## src/rtl/regfile_wb_arbiter.sv

```systemverilog
// Register-file writeback arbiter: round-robin merge of ALU and load writebacks
// into a single registered write port, plus a pending-write scoreboard for decode.
module regfile_wb_arbiter #(
  parameter bit PRIO_INIT = 1'b0
) (
  input  logic        clk,
  input  logic        rst,
  input  logic        alu_valid,
  input  logic [4:0]  alu_rd,
  input  logic [31:0] alu_data,
  output logic        alu_ready,
  input  logic        ld_valid,
  input  logic [4:0]  ld_rd,
  input  logic [31:0] ld_data,
  output logic        ld_ready,
  output logic        reg_we,
  output logic [4:0]  w_addr,
  output logic [31:0] w_data,
  input  logic        mark_valid,
  input  logic [4:0]  mark_rd,
  input  logic [4:0]  rs1_addr,
  input  logic [4:0]  rs2_addr,
  output logic        stall,
  output logic [31:0] pending
);

  // Handshake: a source transfers when valid && ready at posedge clk. While
  // valid && !ready it must hold rd/data stable. ready depends only on the two
  // valids and the owner bit, so a source is never throttled by the write port.

  // owner = 0: load wins a tie; owner = 1: ALU wins a tie.
  logic        owner;
  logic        tie;
  logic        accept;
  logic [4:0]  sel_rd;
  logic [31:0] sel_data;
  logic [31:0] pending_next;

  always_comb begin
    tie       = alu_valid && ld_valid;
    alu_ready = 1'b0;
    ld_ready  = 1'b0;
    if (!rst) begin
      alu_ready = alu_valid && (!ld_valid || owner);
      ld_ready  = ld_valid && (!alu_valid || !owner);
    end
  end

  always_comb begin
    accept   = alu_ready || ld_ready;
    sel_rd   = alu_ready ? alu_rd   : ld_rd;
    sel_data = alu_ready ? alu_data : ld_data;
  end

  // Clear before set so a same-edge mark of a completing register survives.
  always_comb begin
    pending_next = pending;
    if (accept && (sel_rd != 5'd0)) pending_next[sel_rd] = 1'b0;
    if (mark_valid && (mark_rd != 5'd0)) pending_next[mark_rd] = 1'b1;
    pending_next[0] = 1'b0;
  end

  always_ff @(posedge clk or posedge rst) begin
    if (rst) begin
      owner   <= PRIO_INIT;
      reg_we  <= 1'b0;
      w_addr  <= 5'd0;
      w_data  <= 32'd0;
      pending <= 32'd0;
    end else begin
      if (accept && tie) owner <= ~owner;
      reg_we  <= accept && (sel_rd != 5'd0);
      if (accept && (sel_rd != 5'd0)) begin
        w_addr <= sel_rd;
        w_data <= sel_data;
      end
      pending <= pending_next;
    end
  end

  // No bypass: a register completing this cycle still stalls until its edge.
  always_comb begin
    stall = !rst && (pending[rs1_addr] || pending[rs2_addr]);
  end

endmodule

```

## config.mk

```make
export PLATFORM = sky130hd
export DESIGN_NAME = regfile_wb_arbiter
export DESIGN_NICKNAME = d
export VERILOG_FILES = /design/src/rtl/regfile_wb_arbiter.sv
export SDC_FILE = /design/constraint.sdc
export NUM_CORES = 1
export LEC_CHECK = 0
export ABC_AREA = 1
export CORE_MARGIN = 5
export CORE_UTILIZATION = 30
export DETAILED_ROUTE_END_ITERATION = 12
export PLACE_DENSITY = 0.67
export SLEW_MARGIN = 20
export SYNTH_ARGS = -nofsm -noshare
export SYNTH_HDL_FRONTEND = slang
export SYNTH_SLANG_ARGS = --single-unit
```

## constraint.sdc

```tcl
create_clock -name clk -period 1.97 [get_ports clk]
set_input_delay 0.2955 -clock clk [delete_from_list [all_inputs] [get_ports clk]]
set_output_delay 0.2955 -clock clk [all_outputs]
set_load 0.01 [all_outputs]
```

# Word-level counts from Yosys, hierarchy flattened
# Cells that the tools add are included.
# totals
inputBits,94
word_cells,48
output_inout_bits,73
register_bits,70
# op_classes
bitwise,4
n_reduce_logical,19
n_lt_le_gt_ge,6
muxes,14
# op_table
op,n
$mux 32,3
$and 32x32->32,1
$not 32->32,1
$or 32x32->32,1
$lt 5x6->1 const B,4
$bmux 1 s5,2
$demux 1 s5,2
$ge 5x1->1 const B,2
$reduce_bool 5->1,2
$logic_and 1x1->1,9
$mux 1,6
$mux 5,1
$logic_not 1->1,4
$logic_or 1x1->1,4
$not 1->1,1

# Longest topological paths before layout
# Gate-level depths: netlist of run 1.
# depth
depth_word,14
depth_mapped,14
depth_no_buf,12

# Worst setup path after synthesis of run 1
# Ideal clock, no wire load.
# synth_path
path_kind,in2reg
start,input rst
end,register owner
n_path_buf,0
required_ns,1.836
path_slack_ns,-0.359
stages,3
setup_time_ns,0.134
arrival_time_ns,2.195
path_cell_list,inv_1 -> nand3_1 -> xor2_1
# synth_via
elab_chain_len,3
elab_cells_between_ends,4
cone_classes,mux: 2; reduce/logical: 2
# synth_lines
item,line_no,source
start: declaration,7,"input logic rst,"
$mux 1,43,if (!rst) begin
$logic_or 1x1->1 (*),50,accept = alu_ready || ld_ready;
$logic_and 1x1->1 (*),71,if (accept && tie) owner <= ~owner;
end signal: assignment,71,
end: declaration,32,logic owner;
# Every way passes the cells marked *; elsewhere a longest branch is shown, timed or not.
# A chain may end at the register's enable or synchronous reset.

# Final worst setup path of run 1
# layout_path
start,register pending[11]
end,output stall
# layout_via
elab_chain_len,4
elab_cells_between_ends,6
cone_classes,mux: 4; reduce/logical: 2
# layout_lines
item,line_no,source
start: declaration,24,output logic [31:0] pending
start signal: assignment,77,pending <= pending_next;
$bmux 1 s5,83,stall = !rst && (pending[rs1_addr] || pending[rs2_addr]);
$mux 1 (not written as such),83,
$logic_or 1x1->1 (*),83,
$logic_and 1x1->1 (*),83,
end: declaration,23,"output logic stall,"
# Every way passes the cells marked *; elsewhere a longest branch is shown, timed or not. The select of a mux whose other input is x is not followed.

==> results.yml, run 1 <==
grt:
  grtUsageTotal: 0.1783
  grt_pass1_vias: 4612
  grt_overflow: 0
  antenna_found_initial: 0
  grt_pass1_wl_mm: 23.40
  grt_max_degree: 46
power:
  vdd_drop_max_v: 0.0003434
  p_leak_nw: 3.403
  swShare: 0.3333
  p_sw_mw: 2.052
  sequentialPowerShare: 0.347
  power.total_mw: 6.156
  power_density_nw_per_um2: 908.9
  pwr-share-clk: 0.273
  power.internal_mw: 4.104
  combinationalPowerShare: 0.380
route:
  dr.pass1.iters: 5
  drtAntennaViolNets: 0
  avgViaCountPerCell: 4.566
  wl_per_cell_um: 13.92
  drt-total-wl_mm: 14.59
  vias: 4785
  drc: 0
  dr.first_iter.drc_count: 318
final_layout:
  nNetsFinal: 958
  nFillCells: 1403
  layout_common_cells: "nand2_1, clkdlybuf4s50_1, dfrtp_1"
  num_antenna_cells: 0
  area_delta_synth_final_pct: 62.55
  final_common_cell: "nand2_1"
  multiInputGateArea_um2: 2110
  drive_above_1_share: 0.1187
  fin_util: 0.4917
  register_area_um2: 1754
  instances_no_fill: 1048
floorplan:
  ioPinCount: 167
  die_w_um: 127.9
  initial_utilization: 0.3025
  coreArea_um2: 13770
  fp.dieArea_um2: 16350
  rows: 43
  dieHeight_um: 127.9
critical_path:
  reg2reg_to: "w_addr[3]$_DFFE_PP0N_"
  r2r-start: "owner$_DFFE_PP0P_"
  critical_path_arrival_ns: 1.62
  cpMostUsedCell: "nand3_1"
  cp_slowest_cell: "dfrtp_1"
  start_kind: "register"
  crit_type: "reg2out"
  endpoint_kind: "primary output"
  worstRegToRegCells: 11
  cp_cell_sequence: "or2_2 > nand2_1 > nand3_1 > nand3_1 > nand3_1 > nand2_1 > a21oi_1 > buf_2"
  timing.critical_path.from: "pending[11]$_DFF_PP0_"
  rrSetupSlack_ns: 0.21
  cp_slowest_stage_delay_ns: 0.44
  worst_ep_required_time_ns: 1.67
  endpoint: "stall"
  cp_max_fo: 4
clock_tree:
  tritoncts: "done"
  cts.sinks: 70
  postCtsHoldBufs: 0
  cts_made_buffers: 9
  cts-root-buf: "clkbuf_16"
  clockBufferDepth: 2
  clk_latency_ns: 0.33
  cts.htree.levels: 3
  clkSlewWorstSetupHoldPaths_ns: 0.05
placement:
  globalplace.congestion: 0.9252
  place_inst: 1030
  hpwlAfterDp_mm: 11.60
  io_buffer_count: 165
synthesis:
  mappedNetlistArea_um2: 4166
  synth_warnings: 0
  yosysTopAreaCell: "dfrtp_1"
  synth_ff_type: "dfrtp_1"
  synthTopCellsByArea: "dfrtp_1, nand2_1, nand3_1"
  ys_seq_elements: 70
  synth_cells: 648
  synth_edf_count: 0
  synth_cell_types: 27
  synth_top_area_share: 0.4204
  syn_avg_cell_area_um2: 6.430
  ys_seq_area_frac: 0.4204
  ys_async_sr_fraction: 1.000
  syn-num-nets: 742
timing:
  finalSetupViolCount: 0
  slew_violations: 0
  setup_tns_ns: 0
  max_freq_ghz: 0.5220
  hold_viol: 0
  fin_skew_ns: 0.007548
  fin_crit_sh: 0.9724
  fin_crit_ns: 1.916
  hold_ws_ns: 0.4416
job:
  maxCapViolations: 0
status:
  outcome: "finished clean"
hold_path:
  holdCritPathClass: "in2reg"
  min_path_cells: 4
[worst min-delay path by stage]
stage | from | endpoint | slack [ns]
final | alu_valid | owner$_DFFE_PP0P_ | 0.44
after global routing | alu_valid | owner$_DFFE_PP0P_ | 0.48
after CTS | w_data[10]$_DFFE_PP0N_ | w_data[10]$_DFFE_PP0N_ | 0.48
after detailed placement | w_addr[0]$_DFFE_PP0N_ | w_addr[0]$_DFFE_PP0N_ | 0.46
after global placement | w_data[3]$_DFFE_PP0N_ | w_data[3]$_DFFE_PP0N_ | 0.46
after floorplan | mark_valid | pending[29]$_DFF_PP0_ | 0.44
[sequential cells by signal, indices dropped and copies added (netlist names)]
name and flops:
w_addr 5, owner 1, pending 31, reg_we 1, w_data 32
[layer usage]
metal	routed length (um)	GRT usage	share of wire
met2	6960	0.2998	0.48
met5	0	0	0
met3	1346	0.05458	0.092
met4	276	0.05993	0.019
met1	6003	0.2172	0.41
[metrics by stage]
stage	setup slack [ns]	cell area, um2
floorplan	0.1880	4170
global placement	-0.5120	6410
detailed placement	-0.4908	6410
CTS	0.05160	6719
global route	-0.0006831	6773
finish	0.05439	6773
[power groups by stage]
| stage | clock network, mW | registers (mW) | logic (mW) |
|---|---|---|---|
| 2_1_floorplan | 0 | 2.20 | 0.816 |
| 3_3_place_gp | 0 | 2.15 | 2.31 |
| 3_5_place_dp | 0 | 2.15 | 2.33 |
| 4_1_cts | 1.70 | 2.14 | 2.33 |
| 5_1_grt | 1.76 | 2.18 | 2.59 |
| 6_report | 1.68 | 2.14 | 2.34 |
[critical path, delay by kind of cell (launching register included)]
kind	cells	cell delay (ns)
AND/OR/NAND/NOR	6	0.66
flip-flops	1	0.44
buffers and inverters	1	0.14
AO/OA/AOI/OAI	1	0.06
[synth_stat cells (all sizes together) (2+ instances only)]
master / instances
a21oi: 2
buf: 9
clkbuf: 16
dfrtp: 70
inv: 52
nand2: 354
nand3: 55
nand4: 7
nor2: 33
nor3: 3
o21ai: 38
or2: 2
[repair_timing]
action | in CTS | in global routing
cloned | 0 | 1
buffers inserted | 0 | 2
gates resized for setup | 14 | 14
pin swaps | 0 | 4
setup endpoints to repair | 5 | 9
[layout make-up]
class	instances	share of cell area
Clock buffer	12	0.03935
Clock inverter	3	0.006281
Inverter	52	0.02974
Multi-Input combinational cell	502	0.3115
Sequential cell	70	0.2590
Tap cell	180	0.03325
Timing Repair Buffer	229	0.3209
[kinds of logic (layout without fill, tap and decap cells)]
logic type / after synthesis / count (layout) / share of synthesized area
other cells: 1 / 1 / 0.0009000
buf+inv: 77 / 296 / 0.08048
simple gates: 454 / 455 / 0.4396
flops: 70 / 70 / 0.4204
compound gates: 45 / 45 / 0.05646
xor+xnor: 1 / 1 / 0.002102
No activity file was read; power rests on OpenSTA's default activity.
==> inputs of run 2 (changes only) <==
CTS_CLUSTER_DIAMETER = 150   (was unset)
GPL_TIMING_DRIVEN = 0   (was unset)
==> run 2 against run 1 <==
Net effect:
- worst hold slack worse by 0.32 ns
- sequential share of layout area grew 0.31 points
- fmax up 0.53%
- combinational power decreased by 3%
==> results.yml, run 2 (synthesis gave the netlist of run 1 again) <==
status:
  outcome: "finished clean"
final_layout:
  num_antenna_cells: 0
  drive_above_1_share: 0.1066
  layout_common_cells: "nand2_1, clkdlybuf4s50_1, dfrtp_1"
  area_delta_synth_final_pct: 60.51
  nNetsFinal: 933
  top_regs: "w_data x32, pending x31, w_addr x5"
  regMostFlops: "w_data"
  largest_register_ffs: 32
  final_common_cell: "nand2_1"
timing:
  slew_violations: 0
  fin_crit_sh: 0.9673
  fin_skew_ns: 0.003769
  rsz0062_at_grt: "true"
  worst_pin_slew_ns: 0.5787
  fin_crit_ns: 1.906
  finalSetupViolCount: 0
  hold_viol: 0
  max_freq_ghz: 0.5248
  relSlewSlack: 0.6134
  worst_slack_ns: 0.06442
  setup_tns_ns: 0
critical_path:
  worst-path-buf-inv: 1
  cp_slowest_cell: "dfrtp_1"
  cp_cell_sequence: "or2_2 > nand2_1 > nand3_1 > nand3_1 > nand3_1 > nand2_1 > a21oi_1 > buf_2"
  cp_slowest_stage_delay_ns: 0.40
  worst_ep_required_time_ns: 1.67
  crit_family: "simple AND/OR/NAND/NOR gates"
  start_kind: "register"
  endpoint_kind: "primary output"
  worstRegToRegCells: 13
  crit_type: "reg2out"
  cpMostUsedCell: "nand3_1"
  critical_path_arrival_ns: 1.61
  crit_cells: 8
  cp_max_fo: 3
placement:
  io_buffer_count: 160
  globalplace.congestion: 0.9635
  pre_cts_slack_ns: -0.7335
  hpwlAfterDp_mm: 11.38
grt:
  grt_overflow: 0
  grtUsageTotal: 0.1746
  antenna_found_initial: 0
  grt_pass1_vias: 4535
  grt_max_degree: 28
  grt_pass1_wl_mm: 22.82
route:
  wl_met1_mm: 5.767
  drc: 0
  highest-signal-layer: "met4"
  vias: 4715
  drtAntennaViolNets: 0
  wl_met2_mm: 6.856
  avgViaCountPerCell: 4.604
  dr_wl_met3_mm: 1.561
  drt-total-wl_mm: 14.38
  wl_per_cell_um: 14.05
  dr.pass1.iters: 5
  dr.first_iter.drc_count: 285
power:
  p_leak_nw: 3.268
  combinationalPowerShare: 0.353
  power_density_nw_per_um2: 957.0
  swShare: 0.3217
  sequentialPowerShare: 0.334
  power.internal_mw: 4.341
  pwr-share-clk: 0.313
  vdd_drop_max_v: 0.0005084
  p_sw_mw: 2.059
floorplan:
  initial_utilization: 0.3025
  die_w_um: 127.9
  coreArea_um2: 13770
  fp.dieArea_um2: 16350
  dieHeight_um: 127.9
  rows: 43
  ioPinCount: 167
clock_tree:
  cts-root-buf: "clkbuf_16"
  clk_latency_ns: 0.33
  clkSlewWorstSetupHoldPaths_ns: 0.06
  clockBufferDepth: 2
  cts_made_buffers: 9
  tritoncts: "done"
  cts.sinks: 70
  cts.htree.levels: 3
hold_path:
  holdCritPathClass: "in2async"
job:
  maxCapViolations: 0
-- run 2: changes by cell type in the layout (fill, tap and decap cells not counted), moves of 3 or more --
cell	delta
buf_2	+3
buf_4	-37
buf_6	+3
bufinv_16	+3
clkbuf_1	+8
clkbuf_2	+4
clkdlybuf4s50_1	-3
inv_1	-4
nand2_2	-3
nor2_1	-7
nor2_2	+5
o21ai_1	-5
o21ai_4	+3
-- run 2: power groups by stage --
stage	combinational (mW)	sequential [mW]	clock, mW
floorplan	0.816	2.20	0
global placement	2.07	2.15	0
detailed placement	2.10	2.15	0
CTS	2.18	2.13	2.03
global route	2.51	2.18	2.10
finish	2.26	2.14	2.01
-- run 2: repair_timing --
item / 4_1_cts / 5_1_grt
endpoints found under the setup margin: 70 / 62
gates resized for setup: 33 / 32
setup buffers: 9 / 9
hold buffers: 0 / 0
pin swaps: 3 / 7
-- run 2: cell type report --
type / count / area (um2)
Clock inverter: 7 / 145.1
Fill cell: 1439 / 7086
Buffer: 25 / 163.9
Multi-Input combinational cell: 501 / 2173
Timing Repair Buffer: 180 / 1789
Inverter: 52 / 212.7
Tap cell: 180 / 225.2
Clock buffer: 9 / 225.2
Sequential cell: 70 / 1753
-- run 2: stage by stage --
step / instance area [um2] / cells / util / power (mW) / hold slack, ns
after floorplan: 4170 / 648 / - / 3.013 / 0.4424
after global placement: 5997 / 988 / 0.4354 / 4.215 / 0.4555
after detailed placement: 6045 / 990 / 0.4389 / 4.244 / 0.4621
after CTS: 6531 / 1015 / 0.4742 / 6.340 / 0.3243
after global routing: 6688 / 1024 / 0.4856 / 6.784 / 0.1863
final: 6688 / 1024 / 0.4856 / 6.400 / 0.1236
-- run 2: worst paths after layout --
path                                        from               endpoint  slack (ns)
max                         pending[9]$_DFF_PP0_                  stall        0.06
min                                          rst  pending[30]$_DFF_PP0_        0.12
max reg2reg                    owner$_DFFE_PP0P_   pending[2]$_DFF_PP0_        0.12
min reg2reg                w_data[2]$_DFFE_PP0N_  w_data[2]$_DFFE_PP0N_        0.48
max in group asynchronous                    rst  w_data[9]$_DFFE_PP0N_        1.33
min in group clk                        ld_valid      owner$_DFFE_PP0P_        0.32
-- run 2: layer usage --
metal  up-vias  global-route usage
li1       2392                   -
met1      2107              0.2052
met2       199              0.2973
met3        17             0.06500
met4         0             0.05181
met5         -                   0
-- run 2: worst register-to-register path: stages, from the launching register on --
cell	delay, ns
dfrtp_1	0.39
inv_2	0.07
nand2_2	0.06
nand2_4	0.15
buf_6	0.15
nand2_1	0.08
o21ai_4	0.09
nand2_2	0.10
nor2_2	0.12
buf_4	0.12
buf_4	0.10
nand2_1	0.06
o21ai_0	0.15
o21ai_0	0.09
